`src/rtl/mem_loader_pkg.sv`:
```
// Shared definitions for the host-link memory loader: command bytes, section size limit
// and the loader FSM state encoding.
package mem_loader_pkg;

  localparam logic [7:0] CmdInst = 8'h49;  // 'I'
  localparam logic [7:0] CmdData = 8'h44;  // 'D'
  localparam logic [7:0] CmdEnd  = 8'h45;  // 'E'

  localparam int unsigned MaxPairs = 64;

  typedef enum logic [2:0] {
    StIdle,
    StCmd,
    StCount,
    StData,
    StCommit,
    StDone,
    StError
  } loader_state_e;

endpackage

```
`src/rtl/loader_word_asm.sv`:
```
// Byte-to-pair assembler: shifts little-endian bytes into a 64-bit word and flags the
// shift that completes the eighth byte.
module loader_word_asm (
  input  logic        clk,
  input  logic        reset,
  input  logic        clear_i,
  input  logic        shift_i,
  input  logic [7:0]  byte_i,
  output logic [63:0] word_o,
  output logic        full_o
);

  logic [63:0] word_q, word_d;
  logic [2:0]  cnt_q, cnt_d;

  always_comb begin
    word_d = word_q;
    cnt_d  = cnt_q;
    if (clear_i) begin
      word_d = '0;
      cnt_d  = '0;
    end else if (shift_i) begin
      word_d = {byte_i, word_q[63:8]};
      cnt_d  = cnt_q + 3'd1;
    end
  end

  always_ff @(posedge clk) begin
    if (reset) begin
      word_q <= '0;
      cnt_q  <= '0;
    end else begin
      word_q <= word_d;
      cnt_q  <= cnt_d;
    end
  end

  // Next-state word so the consumer can commit the full pair on the eighth byte's edge.
  assign word_o = word_d;
  assign full_o = shift_i && (cnt_q == 3'd7);

endmodule

```
`src/rtl/mem_loader.sv`:
```
// Host byte-stream loader: parses I/D/E commands and writes 64-bit pairs atomically
// into the instruction or data memory load ports of the pipeline.
module mem_loader
  import mem_loader_pkg::*;
(
  input  logic        clk,
  input  logic        reset,
  input  logic        rx_valid_i,
  input  logic [7:0]  rx_data_i,
  output logic        rx_ready_o,
  output logic        enable_load_ex_mem_o,
  output logic [8:0]  inst_addr_o,
  output logic [31:0] inst_data1_o,
  output logic [31:0] inst_data2_o,
  output logic [8:0]  data_addr_o,
  output logic [31:0] data_data1_o,
  output logic [31:0] data_data2_o,
  output logic        load_done_o,
  output logic        load_error_o,
  output logic [6:0]  pairs_loaded_o
);

  loader_state_e state_q;
  logic          rx_ready_q, enable_q, done_q, error_q, sel_inst_q;
  logic [6:0]    n_q, pairs_q;
  logic [8:0]    inst_addr_q, data_addr_q;
  logic [31:0]   inst_d1_q, inst_d2_q, data_d1_q, data_d2_q;

  logic        in_cmd, cmd_accept, asm_shift, asm_full, is_sect_cmd, bad_count;
  logic [63:0] asm_word;
  logic [8:0]  pair_addr;
  logic [6:0]  pairs_inc;

  assign in_cmd      = (state_q == StIdle) || (state_q == StCmd);
  assign cmd_accept  = in_cmd && rx_valid_i;
  assign asm_shift   = (state_q == StData) && rx_valid_i;
  assign is_sect_cmd = (rx_data_i == CmdInst) || (rx_data_i == CmdData);
  assign bad_count   = (rx_data_i == 8'd0) || (rx_data_i > 8'(MaxPairs));
  assign pair_addr   = {pairs_q[5:0], 3'b000};
  assign pairs_inc   = pairs_q + 7'd1;

  loader_word_asm u_word_asm (
    .clk     (clk),
    .reset   (reset),
    .clear_i (cmd_accept),
    .shift_i (asm_shift),
    .byte_i  (rx_data_i),
    .word_o  (asm_word),
    .full_o  (asm_full)
  );

  always_ff @(posedge clk) begin
    if (reset) begin
      state_q     <= StIdle;
      rx_ready_q  <= 1'b1;
      enable_q    <= 1'b0;
      done_q      <= 1'b0;
      error_q     <= 1'b0;
      sel_inst_q  <= 1'b0;
      n_q         <= '0;
      pairs_q     <= '0;
      inst_addr_q <= '0;
      inst_d1_q   <= '0;
      inst_d2_q   <= '0;
      data_addr_q <= '0;
      data_d1_q   <= '0;
      data_d2_q   <= '0;
    end else begin
      unique case (state_q)
        StIdle, StCmd: begin
          if (rx_valid_i) begin
            if (is_sect_cmd) begin
              state_q    <= StCount;
              sel_inst_q <= (rx_data_i == CmdInst);
              enable_q   <= 1'b1;
              pairs_q    <= '0;
            end else if (rx_data_i == CmdEnd) begin
              state_q    <= StDone;
              rx_ready_q <= 1'b0;
              enable_q   <= 1'b0;
              done_q     <= 1'b1;
            end else begin
              state_q    <= StError;
              rx_ready_q <= 1'b0;
              error_q    <= 1'b1;
            end
          end
        end
        StCount: begin
          if (rx_valid_i) begin
            n_q <= rx_data_i[6:0];
            if (bad_count) begin
              state_q    <= StError;
              rx_ready_q <= 1'b0;
              error_q    <= 1'b1;
            end else begin
              state_q <= StData;
            end
          end
        end
        StData: begin
          if (asm_full) begin
            state_q    <= StCommit;
            rx_ready_q <= 1'b0;
            if (sel_inst_q) begin
              inst_addr_q <= pair_addr;
              inst_d1_q   <= asm_word[31:0];
              inst_d2_q   <= asm_word[63:32];
            end else begin
              data_addr_q <= pair_addr;
              data_d1_q   <= asm_word[31:0];
              data_d2_q   <= asm_word[63:32];
            end
          end
        end
        StCommit: begin
          pairs_q    <= pairs_inc;
          rx_ready_q <= 1'b1;
          state_q    <= (pairs_inc < n_q) ? StData : StCmd;
        end
        StDone, StError: state_q <= state_q;
        default: begin
          state_q    <= StError;
          rx_ready_q <= 1'b0;
          error_q    <= 1'b1;
        end
      endcase
    end
  end

  assign rx_ready_o           = rx_ready_q;
  assign enable_load_ex_mem_o = enable_q;
  assign inst_addr_o          = inst_addr_q;
  assign inst_data1_o         = inst_d1_q;
  assign inst_data2_o         = inst_d2_q;
  assign data_addr_o          = data_addr_q;
  assign data_data1_o         = data_d1_q;
  assign data_data2_o         = data_d2_q;
  assign load_done_o          = done_q;
  assign load_error_o         = error_q;
  assign pairs_loaded_o       = pairs_q;

endmodule

```
`config.mk`:
```
export PLATFORM = sky130hd
export DESIGN_NAME = mem_loader
export DESIGN_NICKNAME = d
export VERILOG_FILES = /design/src/rtl/mem_loader_pkg.sv /design/src/rtl/loader_word_asm.sv /design/src/rtl/mem_loader.sv
export SDC_FILE = /design/constraint.sdc
export NUM_CORES = 1
export LEC_CHECK = 0
export ABC_AREA = 1
export CORE_AREA = 10 10 188 120
export DETAILED_ROUTE_END_ITERATION = 10
export DIE_AREA = 0 0 198 130
export HOLD_SLACK_MARGIN = 0.15
export PLACE_DENSITY_LB_ADDON = 0.2
export SETUP_SLACK_MARGIN = 0.2
export SLEW_MARGIN = 10
export SYNTH_ARGS = -nofsm -noshare
export SYNTH_HDL_FRONTEND = slang
export SYNTH_HIERARCHICAL = 1
export SYNTH_SLANG_ARGS = --single-unit
```
`constraint.sdc`:
```
create_clock -name clk -period 3.6 [get_ports clk]
set_input_delay 0.9 -clock clk [delete_from_list [all_inputs] [get_ports clk]]
set_output_delay 0.9 -clock clk [all_outputs]
set_load 0.005 [all_outputs]
```
==> flow_summary.yaml <==
flow_run:
  cap_violations: 0
sta:
  fmax_mhz: 384
  slew_headroom: 0.428
  rsz0062_at_grt: "no"
  tns_ns: 0
  max_slew.worst_pin.slew_ns: 0.859
  hold_ws_ns: 0.448
  period_needed_ns: 2.60
  setup_viol: 0
  skew_ns: 0.0129
  final-max-slew-violation-count: 0
  hold_violations: 0
  setup_slack_ns: 0.996
  fin_crit_sh: 0.723
yosys:
  synth_top_area_share: 0.490
  avgSynthCellArea_um2: 7.12
  synth_area_leaders: "dfxtp_1 49%, nor2_1 14%, nand2_1 7.2%"
  ys_seq_elements: 229
  yosysMostFrequentCell: "nor2_1"
  ys_types: 27
  synthTopCellsByCount: "349 x nor2_1, 229 x dfxtp_1, 180 x nand2_1, 171 x inv_1, 84 x o21ai_0"
  syn_area_mm2: 0.00936
  synth_top_area_cell: "dfxtp_1"
  synthArstFlopShare: 0
  synth_edf_count: 0
  syn_inst: 1316
  yosys_warnings: 6
  synth_ff_type: "dfxtp_1"
  synth_seq_area_share: 0.490
cts:
  cts.clk_slew.worst_paths_ns: 0.06
  cts_root_buf: "clkbuf_16"
  cts.sinks: 229
  cts_hold_buf: 0
  cts_max_level: 1
  cts_tree: "yes"
  clk_latency_ns: 0.50
  cts_resized: 0
  postCtsSetupBuffers: 0
  cts_buffers: 22
  clockBufferDepth: 3
layout:
  fill_cells: 1816
  fin_area_mm2: 0.0117
  antennaDiodeCount: 0
  final_cells: 1702
  final_util: 0.606
  drive_above_1_share: 0.0448
  finalNetCount: 1454
  syn_to_final_growth_pct: 25.1
critical_path:
  reg2reg_depth: 12
  r2r-start: "pairs_loaded_o[1]$_SDFFE_PP0P_"
  cp-start-kind: "input port"
  worstPathArrival_ns: 3.04
  crit_type: "in2reg"
  cp_common_cell: "inv_1"
  cp_cell_sequence: "clkdlybuf4s50_1, inv_1, nor3_2, buf_12, inv_2, buf_4, nand2_1, nand3_1, inv_1, o21ai_1, nor2_1"
  crit_path_max_fanout: 68
  crit_family: "buffers and inverters"
  r2r_end: "state_q[1]$_SDFFE_PP0P_"
  cp-end-kind: "flip-flop"
  path_buf_inv: 6
  cp_slowest_stage_delay_ns: 0.54
  required_ns: 4.04
  ff2ff_setup_slack_ns: 1.37
  cp_slowest_cell: "clkdlybuf4s50_1"
min_path:
  min_from: "n_q[0]$_SDFFE_PP0P_"
  whs_path_depth: 2
  hp-class: "reg2reg"
  min_to: "n_q[0]$_SDFFE_PP0P_"
grt:
  grt_max_degree: 90
  grtUsageTotal: 0.194
  overflow: 0
  grt_pass1_wl_um: 40800
  antenna_found_initial: 0
  first_global_vias: 7581
place:
  placed_cells: 1662
  gp_congestion: 0.875
  postPlaceCellArea_mm2: 0.0110
  dp_hpwl_um: 17700
  place_ws_ns: 0.494
  io_buffer_count: 161
power:
  finalPower_mw: 5.41
  p_int_mw: 4.11
  power_frac_seq: 0.481
  vdd_drop_max_mv: 0.275
  leakagePower_nw: 5.29
  pwr-share-clk: 0.441
  share_comb_of_total_power: 0.078
  switching_share: 0.240
  power_switching_mw: 1.30
  power.density_mw_per_mm2: 462
floorplan:
  start_util: 0.485
  die_h_um: 130
  dieArea_mm2: 0.0257
  ios: 168
  die_w_um: 198
  rows: 40
  coreArea_mm2: 0.0193
route:
  routed_wirelength_um: 26000
  highest_layer: "met4"
  drt_pass1_iterations: 4
  wl_per_cell_um: 15.3
  met1_length_um: 12800
  drc: 0
  ant_nets: 0
  first_iter_violations: 547
  via_per_inst: 4.93
  wl_met2_um: 10600
  wl_met3_um: 2140
  vias: 8390
outcome:
  status: "complete, no violations"
[power by group through the flow]
| stage | combinational, mW | sequential [mW] | clock, mW |
|---|---|---|---|
| 2_1_floorplan | 0.322 | 2.64 | 0 |
| 3_3_place_gp | 0.413 | 2.66 | 0 |
| 3_5_place_dp | 0.417 | 2.66 | 0 |
| 4_1_cts | 0.419 | 2.60 | 2.44 |
| 5_1_grt | 0.475 | 2.61 | 2.54 |
| 6_report | 0.422 | 2.60 | 2.39 |
[worst reg2reg max path, cell delays in order (launching register included)]
cell	delay [ns]
dfxtp_1	0.45
ha_1	0.26
nand4_1	0.14
nor2_1	0.17
nand2_1	0.09
nand2_1	0.08
inv_1	0.04
ha_1	0.28
a21oi_1	0.15
o21ai_0	0.10
nor3_1	0.26
nor2_1	0.08
nor2_1	0.08
[logic make-up after synthesis]
group	share of synthesized area
adder cells (fa/ha/maj)	0.0120
XOR/XNOR	0.00374
flip-flops	0.490
AND/OR/NAND/NOR	0.266
AO/OA/AOI/OAI	0.102
other	0.000400
buffers and inverters	0.127
[final cells by class]
type | instances | area (µm²) | area share
sequential | 229 | 4580 | 0.391
multi-input combinational | 832 | 3620 | 0.309
timing repair buffer | 174 | 1780 | 0.152
clock buffer | 34 | 697 | 0.0595
inverter | 175 | 658 | 0.0562
tap | 252 | 315 | 0.0269
clock inverter | 6 | 63.8 | 0.00545
[layer usage]
layer | GRT usage | up-vias
li1 | - | 4266
met1 | 0.280 | 3843
met2 | 0.282 | 242
met3 | 0.0543 | 39
met4 | 0.0387 | 0
met5 | 0 | -
[cells in the final DEF (no fill, tap or decap), types with 7 or more instances in the layout]
master / n
o21ai_0: 84
ha_1: 9
buf_4: 7
o21ai_1: 71
dfxtp_1: 229
clkbuf_8: 8
nand2_1: 180
nand3_1: 79
a21oi_1: 34
clkbuf_16: 23
inv_1: 170
clkdlybuf4s50_1: 160
nor2_1: 349
[registers in the layout, summed over array words and instances, names as in the netlist]
signal,count
sel_inst_q,1
data_addr_o,6
data_data2_o,32
inst_data1_o,32
u_word_asm/word_q,64
load_error_o,1
inst_addr_o,6
inst_data2_o,32
u_word_asm/cnt_q,3
enable_load_ex_mem_o,1
load_done_o,1
state_q,3
n_q,7
data_data1_o,32
rx_ready_o,1
pairs_loaded_o,7
[how the worst max path moves through the flow]
stage                          start                       endpoint  slack [ns]  cells past startpoint
after floorplan           rx_valid_i   inst_data1_o[0]$_SDFFE_PP0P_        1.29                     11
after global placement    rx_valid_i  data_data2_o[29]$_SDFFE_PP0P_        0.54                     11
after detailed placement  rx_valid_i  data_data2_o[27]$_SDFFE_PP0P_        0.49                     11
after CTS                 rx_valid_i  data_data2_o[27]$_SDFFE_PP0P_        1.01                     11
after global routing      rx_valid_i  inst_data2_o[10]$_SDFFE_PP0P_        0.77                     11
final                     rx_valid_i  data_data2_o[27]$_SDFFE_PP0P_         1.0                     11
Note: power is estimated with default switching activity, not from simulation.
